$ cat config.mk
export PLATFORM = sky130hd
export DESIGN_NAME = mult_word_packer
export DESIGN_NICKNAME = d
export VERILOG_FILES = /design/src/rtl/mult_word_packer.sv
export SDC_FILE = /design/constraint.sdc
export NUM_CORES = 1
export LEC_CHECK = 0
export CAP_MARGIN = 20
export CORE_ASPECT_RATIO = 2
export CORE_MARGIN = 2
export CORE_UTILIZATION = 55
export CTS_BUF_LIST = sky130_fd_sc_hd__clkbuf_4
export DETAILED_ROUTE_END_ITERATION = 8
export PLACE_DENSITY = 0.82
export SETUP_SLACK_MARGIN = 0.4
export SLEW_MARGIN = 25
export SYNTH_ARGS = -nofsm -noshare
export SYNTH_HDL_FRONTEND = slang
export SYNTH_SLANG_ARGS = --single-unit
$ cat constraint.sdc
create_clock -name clock -period 1.9 [get_ports clock]
set_input_delay 0.38 -clock clock [delete_from_list [all_inputs] [get_ports clock]]
set_output_delay 0.38 -clock clock [all_outputs]
set_load 0.02 [all_outputs]
$ cat src/rtl/mult_word_packer.sv
// Serial-to-parallel frame packer feeding the pairwise multiplier tree.
// One word per cycle fills an assembly buffer; full frames move to a held output register.
module mult_word_packer #(
    parameter int N_WORDS = 16,
    parameter int NB_DATA = 8
) (
    input  logic                         clock,
    input  logic                         reset,
    input  logic [NB_DATA-1:0]           i_data,
    input  logic                         i_valid,
    output logic                         o_ready,
    input  logic                         i_clear,
    output logic [N_WORDS*NB_DATA-1:0]   o_data,
    output logic                         o_valid,
    input  logic                         i_ready,
    output logic [$clog2(N_WORDS):0]     o_word_cnt
);

    localparam int CW = $clog2(N_WORDS) + 1;
    localparam int W  = N_WORDS * NB_DATA;
    localparam logic [CW-1:0] FULL = CW'(N_WORDS);
    localparam logic [CW-1:0] LAST = CW'(N_WORDS - 1);

    logic [CW-1:0] cnt_q, cnt_d;
    logic [W-1:0]  asm_q, asm_d;
    logic [W-1:0]  data_q, data_d;
    logic          valid_q, valid_d;

    logic accept, free, pending;

    assign pending = (cnt_q == FULL);
    assign o_ready = !pending && !i_clear;
    assign accept  = i_valid && o_ready;
    assign free    = !valid_q || i_ready;

    always_comb begin
        asm_d   = asm_q;
        cnt_d   = cnt_q;
        data_d  = data_q;
        valid_d = valid_q;

        for (int k = 0; k < N_WORDS; k++) begin
            if (accept && cnt_q == CW'(k))
                asm_d[k*NB_DATA +: NB_DATA] = i_data;
        end

        // Consumption drops valid unless a new frame lands below.
        if (valid_q && i_ready)
            valid_d = 1'b0;

        if (i_clear) begin
            cnt_d = '0;
        end else if (pending) begin
            if (i_ready) begin
                data_d  = asm_q;
                valid_d = 1'b1;
                cnt_d   = '0;
            end
        end else if (accept) begin
            if (cnt_q == LAST) begin
                if (free) begin
                    data_d  = asm_d;
                    valid_d = 1'b1;
                    cnt_d   = '0;
                end else begin
                    cnt_d = FULL;
                end
            end else begin
                cnt_d = cnt_q + 1'b1;
            end
        end
    end

    always_ff @(posedge clock) begin
        if (reset) begin
            cnt_q   <= '0;
            asm_q   <= '0;
            data_q  <= '0;
            valid_q <= 1'b0;
        end else begin
            cnt_q   <= cnt_d;
            asm_q   <= asm_d;
            data_q  <= data_d;
            valid_q <= valid_d;
        end
    end

    assign o_data     = data_q;
    assign o_valid    = valid_q;
    assign o_word_cnt = cnt_q;

endmodule

==> results.md, run 1 <==
- Worst endpoint after global-route timing repair: o_ready
- Exit stage: 5_1_grt
- Mapped Cells: a little under 800
- Initial Utilization: 56.2%
- Post-synth EDFFs: 0
- Cell taking the most area after synthesis: dfxtp_1
- GPL Wtd Cong: ~0.84
- Largest cells by area after synthesis: dfxtp_1, mux2i_1, o2bb2ai_1
- Htree depth: 2
- Post-synth net total: ~790
- WEP type: primary output
- Count of cell types in the netlist: 43
- Commonest cells post-synth: dfxtp_1, nor2_1, mux2i_1
- #FFs+latches synth: 262
- # rows: 66
- Ys flop type: dfxtp_1
- Largest net degree at the start of global routing: 130
- Synth top area share: a little under three fifths
- Seq/Total Area, Yosys: a little under three fifths
- Async SR Flop Fraction: 0%
- Total CTS buffers: 54
- Stop err: [ERROR DPL-0038] Utilization greater than 100%, impossible to legalize
- Clk sink count: roughly 260
- Max Buffers Root-to-Sink: 3
- Die height: around 190 um
- Status: stopped before the end
- Yosys warns: 0
- Die W: between 90 and 100 um
- Syn_area_per_cell: between 10 and 15 sq um
- Mapped Area: roughly 9100 sq um
- Pre-CTS setup slack: -0.374 ns
- Root Driver: clkbuf_4
- I/O Buffers: 147
- Dpl hpwl: 14,300 um
- Cell with the most instances after synthesis: dfxtp_1
- I/O Pins: about 150
-- timing repair --
| action | in CTS |
|---|---|
| buffers inserted | 57 |
| hold buffers | 1 |
| gates cloned | 20 |
| hold endpoints to repair | 1 |
| gates resized for setup | 1034 |
| pin swaps | 41 |
| setup endpoints to repair | 392 |
-- logic make-up after synthesis --
group	synth area share [%]
AO/OA/AOI/OAI	13.7
XOR/XNOR	0.192
adder cells (fa/ha/maj)	0.548
buffers and inverters	4.15
flip-flops	57.4
multiplexers	14.0
AND/OR/NAND/NOR	9.95
-- metrics by stage --
stage	hold WS (ns)	utilization [%]	cell area, sq um	instances
floorplan	0.456	-	9350	771
global placement	0.443	68.3	11100	1102
detailed placement	0.446	68.3	11100	1102
CTS	0.461	84.3	13700	1270
==> inputs of run 2 (changes only) <==
--- a/config.mk
+++ b/config.mk
@@ -6,13 +6,10 @@
 export NUM_CORES = 1
 export LEC_CHECK = 0
 export CAP_MARGIN = 20
-export CORE_ASPECT_RATIO = 2
 export CORE_MARGIN = 2
-export CORE_UTILIZATION = 55
-export CTS_BUF_LIST = sky130_fd_sc_hd__clkbuf_4
+export CORE_UTILIZATION = 40
 export DETAILED_ROUTE_END_ITERATION = 8
-export PLACE_DENSITY = 0.82
-export SETUP_SLACK_MARGIN = 0.4
+export PLACE_DENSITY_LB_ADDON = 0.15
 export SLEW_MARGIN = 25
 export SYNTH_ARGS = -nofsm -noshare
 export SYNTH_HDL_FRONTEND = slang
==> results.md, run 2 <==
- Status: finished with violations
- Failing checks: negative setup slack
- CTS tree: done
- Final #Nets: roughly 1,000
- Initial antenna violation count: 0
- Critical register-to-register path startpoint: o_word_cnt[1]
- Total CTS buffers: 27 (-50%)
- Hold_sp: reset
- Layout cells sized above 1: 27.4%
- Dpl hpwl: 13,500 um (-5.7%)
- Area of the multi-input gates: roughly 4200 sq um
- ANT cells: 0
- WL final: ~27,000 um
- Total gr overflow: 0
- Final Hold Vio Count: 0
- Iter 0 DRT Violations: roughly 260
- Lkg Pwr: 6.42 nW
- Largest net degree at the start of global routing: just under 100
- Mapped Area: 9140 sq um (unchanged)
- Cell with the most instances after synthesis: dfxtp_1
- Synth top area share: 57.4% (unchanged)
- Clk Latency, worst-skew pair: around 0.52 ns
- Total power: about 11 mW
- Commonest cells post-synth: dfxtp_1, nor2_1, mux2i_1
- Slew HR: 65.9%
- Final setup vio count: 37
- Yosys warns: 0 (unchanged)
- RSZ-0062 raised after global routing: yes
- Max Clk Rate: 0.517 GHz
- First-pass GRT wire length: approximately 38,000 um
- Crit path time final: slightly below 2 ns
- Root Driver: clkbuf_16
- Final Cycle Share: 102%
- Ys flop type: dfxtp_1
- Register area: ~5300 sq um
- Die area: roughly 24,000 sq um
- Final Util: 60.6%
- Avg WL per Cell: 21.0 um
- Vias post-DR: roughly 6.7k
- GRT Resource Usage Total: between 20% and 30%
- Max-cap check violation count: 0
- Most frequent cells in the layout: dfxtp_1, nor2_1, mux2i_1, o2bb2ai_2, clkdlybuf4s50_1
- Initial Utilization: 40.6% (-16 points)
- Maximum VDD drop: 0.000543 V
- Htree depth: 1 (-1)
- # rows: 55 (-17%)
- Hold Path Depth: 3
- DRC viols: 0
- Worst setup margin: -0.0355 ns
- Pre-CTS setup slack: -0.407 ns (-0.0339 ns)
- Hold endpoint: o_word_cnt[0]
- Async SR Flop Fraction: 0% (unchanged)
- Critical R2R Capture: o_data[8]
- Hold-fix buffers, CTS: 0 (-1)
- GPL Wtd Cong: 0.771 (-7.8%)
- DRT Pass-1 Iters: 4
- Fillers: 1,851
- Post-synth net total: 788 (unchanged)
- CP Max Fanout: 8
- Dpl cells: 1,200 (+8.9%)
- #FFs+latches synth: 262 (unchanged)
- Largest cells by area after synthesis: dfxtp_1, mux2i_1, o2bb2ai_1
- Max Buffers Root-to-Sink: 3 (unchanged)
- Vias in the first global route: roughly 6.6k
- R2R Setup Slk: -0.04 ns
- Crit path capture type: flip-flop
- Routed vias/inst: 5.20
- Antenna viol nets, final: 0
- Clk sink count: 262 (unchanged)
- Cell taking the most area after synthesis: dfxtp_1
- Area growth, synth to finish: 49.3%
- Critical Path Start Type: flip-flop
- Syn_area_per_cell: 11.9 sq um (unchanged)
- Most common cell after layout, fill and taps aside: dfxtp_1
- CP Class: reg2reg
- Seq/Total Area, Yosys: 57.4% (unchanged)
- Post-Route Skew: roughly 0.0081 ns
- Slew @ Worst Pin: roughly 0.51 ns
- Post-synth EDFFs: 0 (unchanged)
- Clk slew on worst S/H paths: 0.06 ns
- Hold WS: between 0.2 and 0.3 ns
- Pwr per Cell Area: ~820 nW/um^2
- Non-filler instance count after layout: ~1.3k
- Final Max Slew Viols: 0
- Mapped Cells: 771 (unchanged)
- I/O Buffers: 147 (unchanged)
- Worst Path Required: ~2.4 ns
- Die W: 155 um (+63%)
- Count of cell types in the netlist: 43 (unchanged)
- Worst path arrival time: 2.38 ns
- Core Area: 22,500 sq um
- R2r worst-path depth: 10
- Hold crit path type: in2reg
- I/O Pins: 148 (unchanged)
- Die height: 155 um (-17%)
## run 2: cell counts after synthesis
Identical to the previous run, type by type.
## run 2: final cells by class
type | instances | share of cell area [%]
Sequential cell | 262 | 38.5
Multi-Input combinational cell | 448 | 31.1
Timing Repair Buffer | 232 | 21.2
Clock buffer | 41 | 6.00
Tap cell | 285 | 2.61
Clock inverter | 8 | 0.550
Inverter | 3 | 0.0826
## run 2: what timing repair did
action	CTS	global route
endpoints found under the setup margin	157	195
buffers inserted	9	4
pin swaps	4	52
cloned	8	12
gates resized for setup	57	176
## run 2: worst max-delay path, stage by stage, from the launching register on
cell       delay (ns)
dfxtp_2          0.34
inv_2            0.05
ha_4             0.15
nor4bb_4         0.15
buf_4            0.16
o2bb2ai_4        0.14
a211oi_4         0.21
buf_6            0.16
buf_12           0.17
clkbuf_16        0.19
o2bb2ai_1        0.12
## run 2: worst max path at each step
stage / slack (ns) / depth (start not counted) / endpoint / from
2_1_floorplan: 0.05 / 8 / o_data[117] / o_word_cnt[0]
3_3_place_gp: -0.35 / 6 / o_data[79] / i_clear
3_5_place_dp: -0.41 / 6 / o_data[63] / i_clear
4_1_cts: -0.01 / 5 / o_ready / o_word_cnt[1]
5_1_grt: -0.1 / 10 / o_data[8] / o_word_cnt[0]
6_report: -0.04 / 10 / o_data[8] / o_word_cnt[1]
## run 2: through the flow
step	area (sq um)	setup TNS, ns
final	13600	-0.661
after global routing	13600	-7.35
after CTS	12500	-0.00980
after detailed placement	11300	-74.36
after global placement	11300	-68.18
after floorplan	9140	0
## run 2: logic make-up after synthesis
| group | after synthesis | synth area share [%] |
|---|---|---|
| DFF | 262 | 57.4 |
| and+or+nand+nor | 176 | 9.95 |
| adders and majority gates | 4 | 0.548 |
| muxes | 128 | 14.0 |
| xor gates and xnor gates | 2 | 0.192 |
| AOI/OAI and AO/OA | 138 | 13.7 |
| buffers and inverters | 61 | 4.15 |
## run 2: layer usage
layer	global-route usage, %	part of all wire [%]	vias to the layer above
li1	-	-	3181
met1	28.0	46	3296
met2	34.5	49	150
met3	3.09	3.7	26
met4	4.14	1.3	0
met5	0	0	-
## run 2: power breakdown
| part | switching (mW) | internal (mW) | total, mW | leakage [nW] |
|---|---|---|---|---|
| combinational | 0.308 | 0.201 | 0.509 | 3.87 |
| sequential | 0.00316 | 5.50 | 5.51 | 2.11 |
| clock | 2.13 | 3.10 | 5.23 | 0.442 |
(Power assumes the default switching activity.)
==> inputs of run 3 (changes only) <==
--- a/config.mk
+++ b/config.mk
@@ -9,6 +9,7 @@
 export CORE_MARGIN = 2
 export CORE_UTILIZATION = 40
 export DETAILED_ROUTE_END_ITERATION = 8
+export HOLD_SLACK_MARGIN = 0.03
 export PLACE_DENSITY_LB_ADDON = 0.15
 export SLEW_MARGIN = 25
 export SYNTH_ARGS = -nofsm -noshare
==> results of run 3 <==
No change in the layout: final DEF, timing and power equal those of run 2.
